===== config.mk =====
export PLATFORM = sky130hd
export DESIGN_NAME = hit_input_conditioner
export DESIGN_NICKNAME = d
export VERILOG_FILES = /design/src/rtl/hit_input_conditioner.sv
export SDC_FILE = /design/constraint.sdc
export NUM_CORES = 1
export LEC_CHECK = 0
export CORE_AREA = 5 5 89 111
export CTS_CLUSTER_SIZE = 16
export DETAILED_ROUTE_END_ITERATION = 6
export DIE_AREA = 0 0 94 116
export PLACE_DENSITY = 0.81
export SYNTH_ARGS = -nofsm -noshare
export SYNTH_HDL_FRONTEND = slang
export SYNTH_SLANG_ARGS = --single-unit

===== constraint.sdc =====
create_clock -name clk -period 2 [get_ports clk]
set_input_delay 0.6 -clock clk [delete_from_list [all_inputs] [get_ports clk]]
set_output_delay 0.6 -clock clk [all_outputs]
set_load 0.05 [all_outputs]

===== src/rtl/hit_input_conditioner.sv =====
// Mole-hit button front end: two-flop synchroniser, per-channel debounce,
// registered press/release pulses and a one-slot valid/ready event queue.
module hit_input_conditioner #(
    parameter int N_CH            = 4,
    parameter int DEBOUNCE_CYCLES = 1000000,
    parameter int IDX_W           = 2
) (
    input  logic             clk,
    input  logic             rst_n,
    input  logic [N_CH-1:0]  hit_raw,
    output logic [N_CH-1:0]  pressed,
    output logic [N_CH-1:0]  press_pulse,
    output logic [N_CH-1:0]  release_pulse,
    output logic             hit_valid,
    output logic [IDX_W-1:0] hit_idx,
    input  logic             hit_ready,
    output logic             overrun
);

    localparam int CNT_W = $clog2(DEBOUNCE_CYCLES);
    localparam logic [CNT_W-1:0] CNT_LAST = CNT_W'(DEBOUNCE_CYCLES - 1);

    logic [N_CH-1:0]  sync1_reg;
    logic [N_CH-1:0]  sync2_reg;
    logic [N_CH-1:0]  stable_reg;
    logic [N_CH-1:0]  stable_next;
    logic [N_CH-1:0]  press_pulse_reg;
    logic [N_CH-1:0]  release_pulse_reg;
    logic [N_CH-1:0]  pending_reg;
    logic [N_CH-1:0]  pending_next;
    logic [N_CH-1:0]  load_mask;
    logic             hit_valid_reg;
    logic [IDX_W-1:0] hit_idx_reg;
    logic             overrun_reg;
    logic             slot_free;
    logic             found;
    logic [IDX_W-1:0] sel_idx;

    // Raw levels are active-low; idle/reset value is all-1 (released).
    always_ff @(posedge clk) begin
        if (!rst_n) begin
            sync1_reg <= '1;
            sync2_reg <= '1;
        end else begin
            sync1_reg <= hit_raw;
            sync2_reg <= sync1_reg;
        end
    end

    generate
        for (genvar gi = 0; gi < N_CH; gi++) begin : g_debounce
            logic [CNT_W-1:0] cnt_reg;
            logic             differs;

            assign differs         = sync2_reg[gi] != stable_reg[gi];
            assign stable_next[gi] = (differs && cnt_reg == CNT_LAST) ? sync2_reg[gi]
                                                                      : stable_reg[gi];

            // Any return to the accepted level restarts the count.
            always_ff @(posedge clk) begin
                if (!rst_n) begin
                    cnt_reg <= '0;
                end else if (!differs || cnt_reg == CNT_LAST) begin
                    cnt_reg <= '0;
                end else begin
                    cnt_reg <= cnt_reg + 1'b1;
                end
            end
        end
    endgenerate

    always_ff @(posedge clk) begin
        if (!rst_n) begin
            stable_reg        <= '1;
            press_pulse_reg   <= '0;
            release_pulse_reg <= '0;
        end else begin
            stable_reg        <= stable_next;
            press_pulse_reg   <= stable_reg & ~stable_next;
            release_pulse_reg <= ~stable_reg & stable_next;
        end
    end

    // Lowest-index pending bit wins the output slot.
    always_comb begin
        slot_free = !hit_valid_reg || hit_ready;
        found     = 1'b0;
        sel_idx   = '0;
        load_mask = '0;
        for (int i = N_CH - 1; i >= 0; i--) begin
            if (pending_reg[i]) begin
                found   = 1'b1;
                sel_idx = IDX_W'(i);
            end
        end
        if (slot_free && found) begin
            load_mask = N_CH'(1) << sel_idx;
        end
        // A new press on the channel being loaded re-arms it (set wins).
        pending_next = (pending_reg & ~load_mask) | press_pulse_reg;
    end

    always_ff @(posedge clk) begin
        if (!rst_n) begin
            pending_reg   <= '0;
            hit_valid_reg <= 1'b0;
            hit_idx_reg   <= '0;
            overrun_reg   <= 1'b0;
        end else begin
            pending_reg <= pending_next;
            if (|(press_pulse_reg & pending_reg & ~load_mask)) begin
                overrun_reg <= 1'b1;
            end
            if (slot_free) begin
                hit_valid_reg <= found;
                if (found) begin
                    hit_idx_reg <= sel_idx;
                end
            end
        end
    end

    assign pressed       = ~stable_reg;
    assign press_pulse   = press_pulse_reg;
    assign release_pulse = release_pulse_reg;
    assign hit_valid     = hit_valid_reg;
    assign hit_idx       = hit_idx_reg;
    assign overrun       = overrun_reg;

endmodule


Word-level counts from Yosys, hierarchy flattened:

Index checks and enable logic that the tools add are counted.
Widths: inputs -> output; s select.

* add/subtract/negate cells: 4
* equal/unequal tests: 8
* shift operators: 1
* mux-type cells: 13
* bitwise logic cells: 10
* reduce and logical (&&, ||, !) cells: 21

Operators by type and width (number)
* $add 20x1->20 const B: 4
* $eq 20x20->1 const B: 4
* $and 4x4->4: 5
* $not 4->4: 3
* $mux 1: 8
* $mux 2: 4
* $reduce_or 2->1: 4
* $logic_and 1x1->1: 5
* $logic_not 1->1: 5
* $logic_or 1x1->1: 5
* $mux 4: 1
* $ne 1x1->1: 4
* $or 4x4->4: 1
* $reduce_or 4->1: 1
* $shl 1x2->4 const A: 1
* $reduce_and 2->1: 1
* $not 1->1: 1

* bits in registers: 108
* input port bits: 7
* output and inout port bits: 16
* logic and storage cells: 70

Depth between registers and ports, before layout:

* depth in word-level cells: 9
* mapped depth: 6
* gate-level depth less buffers: 5

Worst setup path before layout:

Ideal clock, no wire load.

* kind: reg2reg
* start: register g_debounce[2].cnt_reg[12]
* end: register g_debounce[2].cnt_reg[18]
* setup time: 0.125 ns
* arrival time: 1.785 ns
* path slack: 0.090 ns
* cell stages (with the launch flop): 6
* buffers on the path: 1
* period minus slack after synthesis: 1.910 ns
* cell sequence: dfxtp_1 or4b_1 or4_4 o221ai_2 buf_6 a21oi_1

* word-level cells in the longest chain between the ends: 3
* elaborated cells between the ends (all ways): 4
* classes of those cells: 1 x add/sub; 1 x eq/ne; 2 x reduce/logical

Ends and longest elaborated chain
* start: declaration: RTL line 52 `logic [CNT_W-1:0] cnt_reg;`
* start signal: assignment: RTL line 66 `cnt_reg <= cnt_reg + 1'b1;`
* parallel branches: the longest is 3 deep, another holds $add 20x1->20

Parallel ways; which one is timed is not known.
A chain may end at the register's enable or synchronous reset.

Final worst setup path:

* start: register g_debounce[2].cnt_reg[12]
* end: register g_debounce[2].cnt_reg[10]

* word-level cells in the longest chain between the ends: 3

Ends and longest elaborated chain
* $eq 20x20->1: RTL line 63 `end else if (!differs || cnt_reg == CNT_LAST) begin`
* $logic_or 1x1->1: RTL line 63
* $reduce_or 2->1 (no line)

No other way between the ends.

==> results.sh <==
export IMPL_status="completed"
export IMPL_use_met3_pct=4.805
export IMPL_synth_xor_area_share_pct=9.948
export IMPL_clk_pin_slew_ns=0.09
export IMPL_synth_top_family_by_area="simple AND/OR/NAND/NOR gates"
export IMPL_critical_path_max_fanout=11
export IMPL_io_pin_count=23
export IMPL_pwr_share_seq_pct=62.0
export IMPL_synth_compound_area_share_pct=9.101
export IMPL_drc=0
export IMPL_wl_per_cell_um=13.01
export IMPL_antenna_found_initial=0
export IMPL_cts_tree="yes"
export IMPL_cts_htree_levels=3
export IMPL_ys_seq_area_share_pct=47.23
export IMPL_ctsHoldBuffers=0
export IMPL_sw_frac_of_total_pct=20.20
export IMPL_syn_avg_cell_area_um2=8.924
export IMPL_p_clk_share_pct=36.1
export IMPL_root_buffer="clkbuf_8"
export IMPL_clk_latency_ns=0.36
export IMPL_cp_data_required_time_ns=2.26
export IMPL_cts_max_path_buffers=2
export IMPL_synthAdderAreaFrac_pct=1.093
export IMPL_critPathCaptureType="register"
export IMPL_combPwrFrac_pct=1.9
export IMPL_synthArstFlopShare_pct=0
export IMPL_largest_reg_flops=80
export IMPL_yosys_warnings=0
export IMPL_fmax_ghz=0.5064
export IMPL_cts_sinks=108
export IMPL_hold_start="sync1_reg[0]$_SDFF_PN1_"
export IMPL_dieArea_um2=10900
export IMPL_hold_viol_final=0
export IMPL_yosys_cell_types_count=47
export IMPL_rows=38
export IMPL_synth_edf_count=0
export IMPL_drtIter0Drc=106
export IMPL_tightest_slew_ns=0.4062
export IMPL_place_area_um2=5072
export IMPL_fin_setup_tns_ns=0
export IMPL_synth_cells=513
export IMPL_finalSetupViolCount=0
export IMPL_period_share_pct=98.74
export IMPL_gp_congestion=0.8207
export IMPL_peakVddDrop_uv=407.6
export IMPL_drive_gt1_share_pct=12.32
export IMPL_fin_total_pwr_mw=3.487
export IMPL_ant_nets=0
export IMPL_dr_pass1_iters=5
export IMPL_die_height_um=116
export IMPL_worstPathArrival_ns=2.23
export IMPL_die_x_um=94
export IMPL_final_util_pct=61.12
export IMPL_use_met1_pct=19.44
export IMPL_numCtsBuffers=9
export IMPL_leakagePower_nw=1.788
export IMPL_vias=3814
export IMPL_synth_area_um2=4578
export IMPL_grt_util_met2_pct=31.41
export IMPL_start_util_pct=52.91
export IMPL_synth_fp_nets=524
export IMPL_via_per_inst=5.544
export IMPL_drv_cap=0
export IMPL_numPortBuffers=22
export IMPL_area_growth_pct=15.52
export IMPL_ys_flop_type="dfxtp_1"
export IMPL_final_cell_area_um2=5289
export IMPL_layout_common_cells="dfxtp_1 (108), nor2_1 (80), buf_4 (44)"
export IMPL_grt_util_all_layers_pct=17.46
export IMPL_nets=577
export IMPL_grt_max_degree=21
export IMPL_busiest_layer="met2"
export IMPL_core_um2=8653
export IMPL_layout_min_cycle_time_ns=1.975
export IMPL_synth_mux_area_fraction_pct=0
export IMPL_netSwitchingPower_mw=0.7044
export IMPL_hpwl_um=6518
export IMPL_diodes=0
export IMPL_startpoint="g_debounce[2].cnt_reg[12]$_SDFF_PP0_"
export IMPL_setup_worst_path_class="reg -> reg"
export IMPL_overflow=0
export IMPL_max_slew_margin_pct=72.85
export IMPL_grt_pass1_vias=3663
export IMPL_clock_skew_final_ns=0.005913
export IMPL_min_path_type="reg -> reg"
export IMPL_startpoint_type="register"
export IMPL_grt_pass1_wl_um=15520
export IMPL_rsz0062_at_grt="true"
export IMPL_synth_simple_area_share_pct=28.92
export IMPL_p_int_mw=2.783
export IMPL_post_cts_setup_buffers=0
export IMPL_rr_startpoint="g_debounce[2].cnt_reg[12]$_SDFF_PP0_"
export IMPL_ys_seq_elements=108
export IMPL_final_common_cell="dfxtp_1"
export IMPL_cts_resized_gates=0
export IMPL_slew_violations=0
export IMPL_power_density_nw_per_um2=659.4
export IMPL_drt_total_wl_um=8953
## final timing paths
check,to,slack [ns],cells after the start
max reg2reg,g_debounce[2].cnt_reg[10]$_SDFF_PP0_,0.03,5
min reg2reg,sync2_reg[0]$_SDFF_PN1_,0.42,1
max,g_debounce[2].cnt_reg[10]$_SDFF_PP0_,0.03,5
min,sync2_reg[0]$_SDFF_PN1_,0.42,1
## routing by layer
metal | up-vias | wire [um]
met1 | 1813 | 3965
met4 | 0 | 182
met5 | - | 0
met2 | 66 | 4435
met3 | 13 | 370
li1 | 1922 | -
## metrics by stage
stage	std cells	worst slack [ns]	hold slack [ns]
after floorplan	513	0.08993	0.3863
after global placement	675	0.06340	0.3881
after detailed placement	675	0.03298	0.3988
after CTS	688	0.009186	0.4213
after global routing	688	-0.02520	0.4500
final	688	0.02520	0.4211
## cells by family (layout without fill, tap and decap cells)
group | Yosys count | after routing
compound gates | 65 | 65
xor+xnor | 52 | 52
fa+ha+maj | 4 | 4
buf+inv | 37 | 92
flops | 108 | 108
simple gates | 247 | 247
## cell usage after synthesis (4+ instances only)
cell type / count / area, um^2
nand4_1: 21 / 131.4
xor2_1: 23 / 201.4
and4_1: 10 / 87.58
nand2_1: 20 / 75.07
dfxtp_1: 108 / 2162
nor3_1: 10 / 50.05
ha_1: 4 / 50.05
xnor2_1: 29 / 254.0
nand3_1: 30 / 150.1
nand2b_1: 10 / 62.56
nor2_1: 80 / 300.3
clkbuf_1: 7 / 26.28
or4_1: 9 / 67.56
o31ai_1: 7 / 52.55
a21oi_1: 25 / 125.1
buf_6: 4 / 45.04
nor4_1: 10 / 62.56
and3_1: 15 / 93.84
or3_1: 13 / 81.33
nor2b_1: 4 / 25.02
o21ai_0: 15 / 75.07
inv_1: 25 / 93.84
## worst max-delay path, cell delays in order (launching register included)
cell and delay, ns:
dfxtp_1 0.32, or4b_1 0.52, or4_4 0.59, o221ai_4 0.22, buf_6 0.17, nor2_1 0.05
## area by class of cell
cell class | count | area (um^2)
multi-input combinational | 368 | 2268
fill | 745 | 3364
inverter | 25 | 93.84
sequential | 108 | 2162
clock buffer | 11 | 141.4
tap | 120 | 150.1
timing repair buffer | 54 | 435.4
clock inverter | 2 | 37.54
## power by group through the flow
stage | sequential [mW] | combinational [mW] | clock (mW)
final | 2.16 | 0.0646 | 1.26
after detailed placement | 2.21 | 0.0607 | 0
after global placement | 2.21 | 0.0581 | 0
after global routing | 2.17 | 0.0711 | 1.39
after CTS | 2.16 | 0.0609 | 1.30
after floorplan | 2.21 | 0.0341 | 0
(Power assumes the default switching activity.)
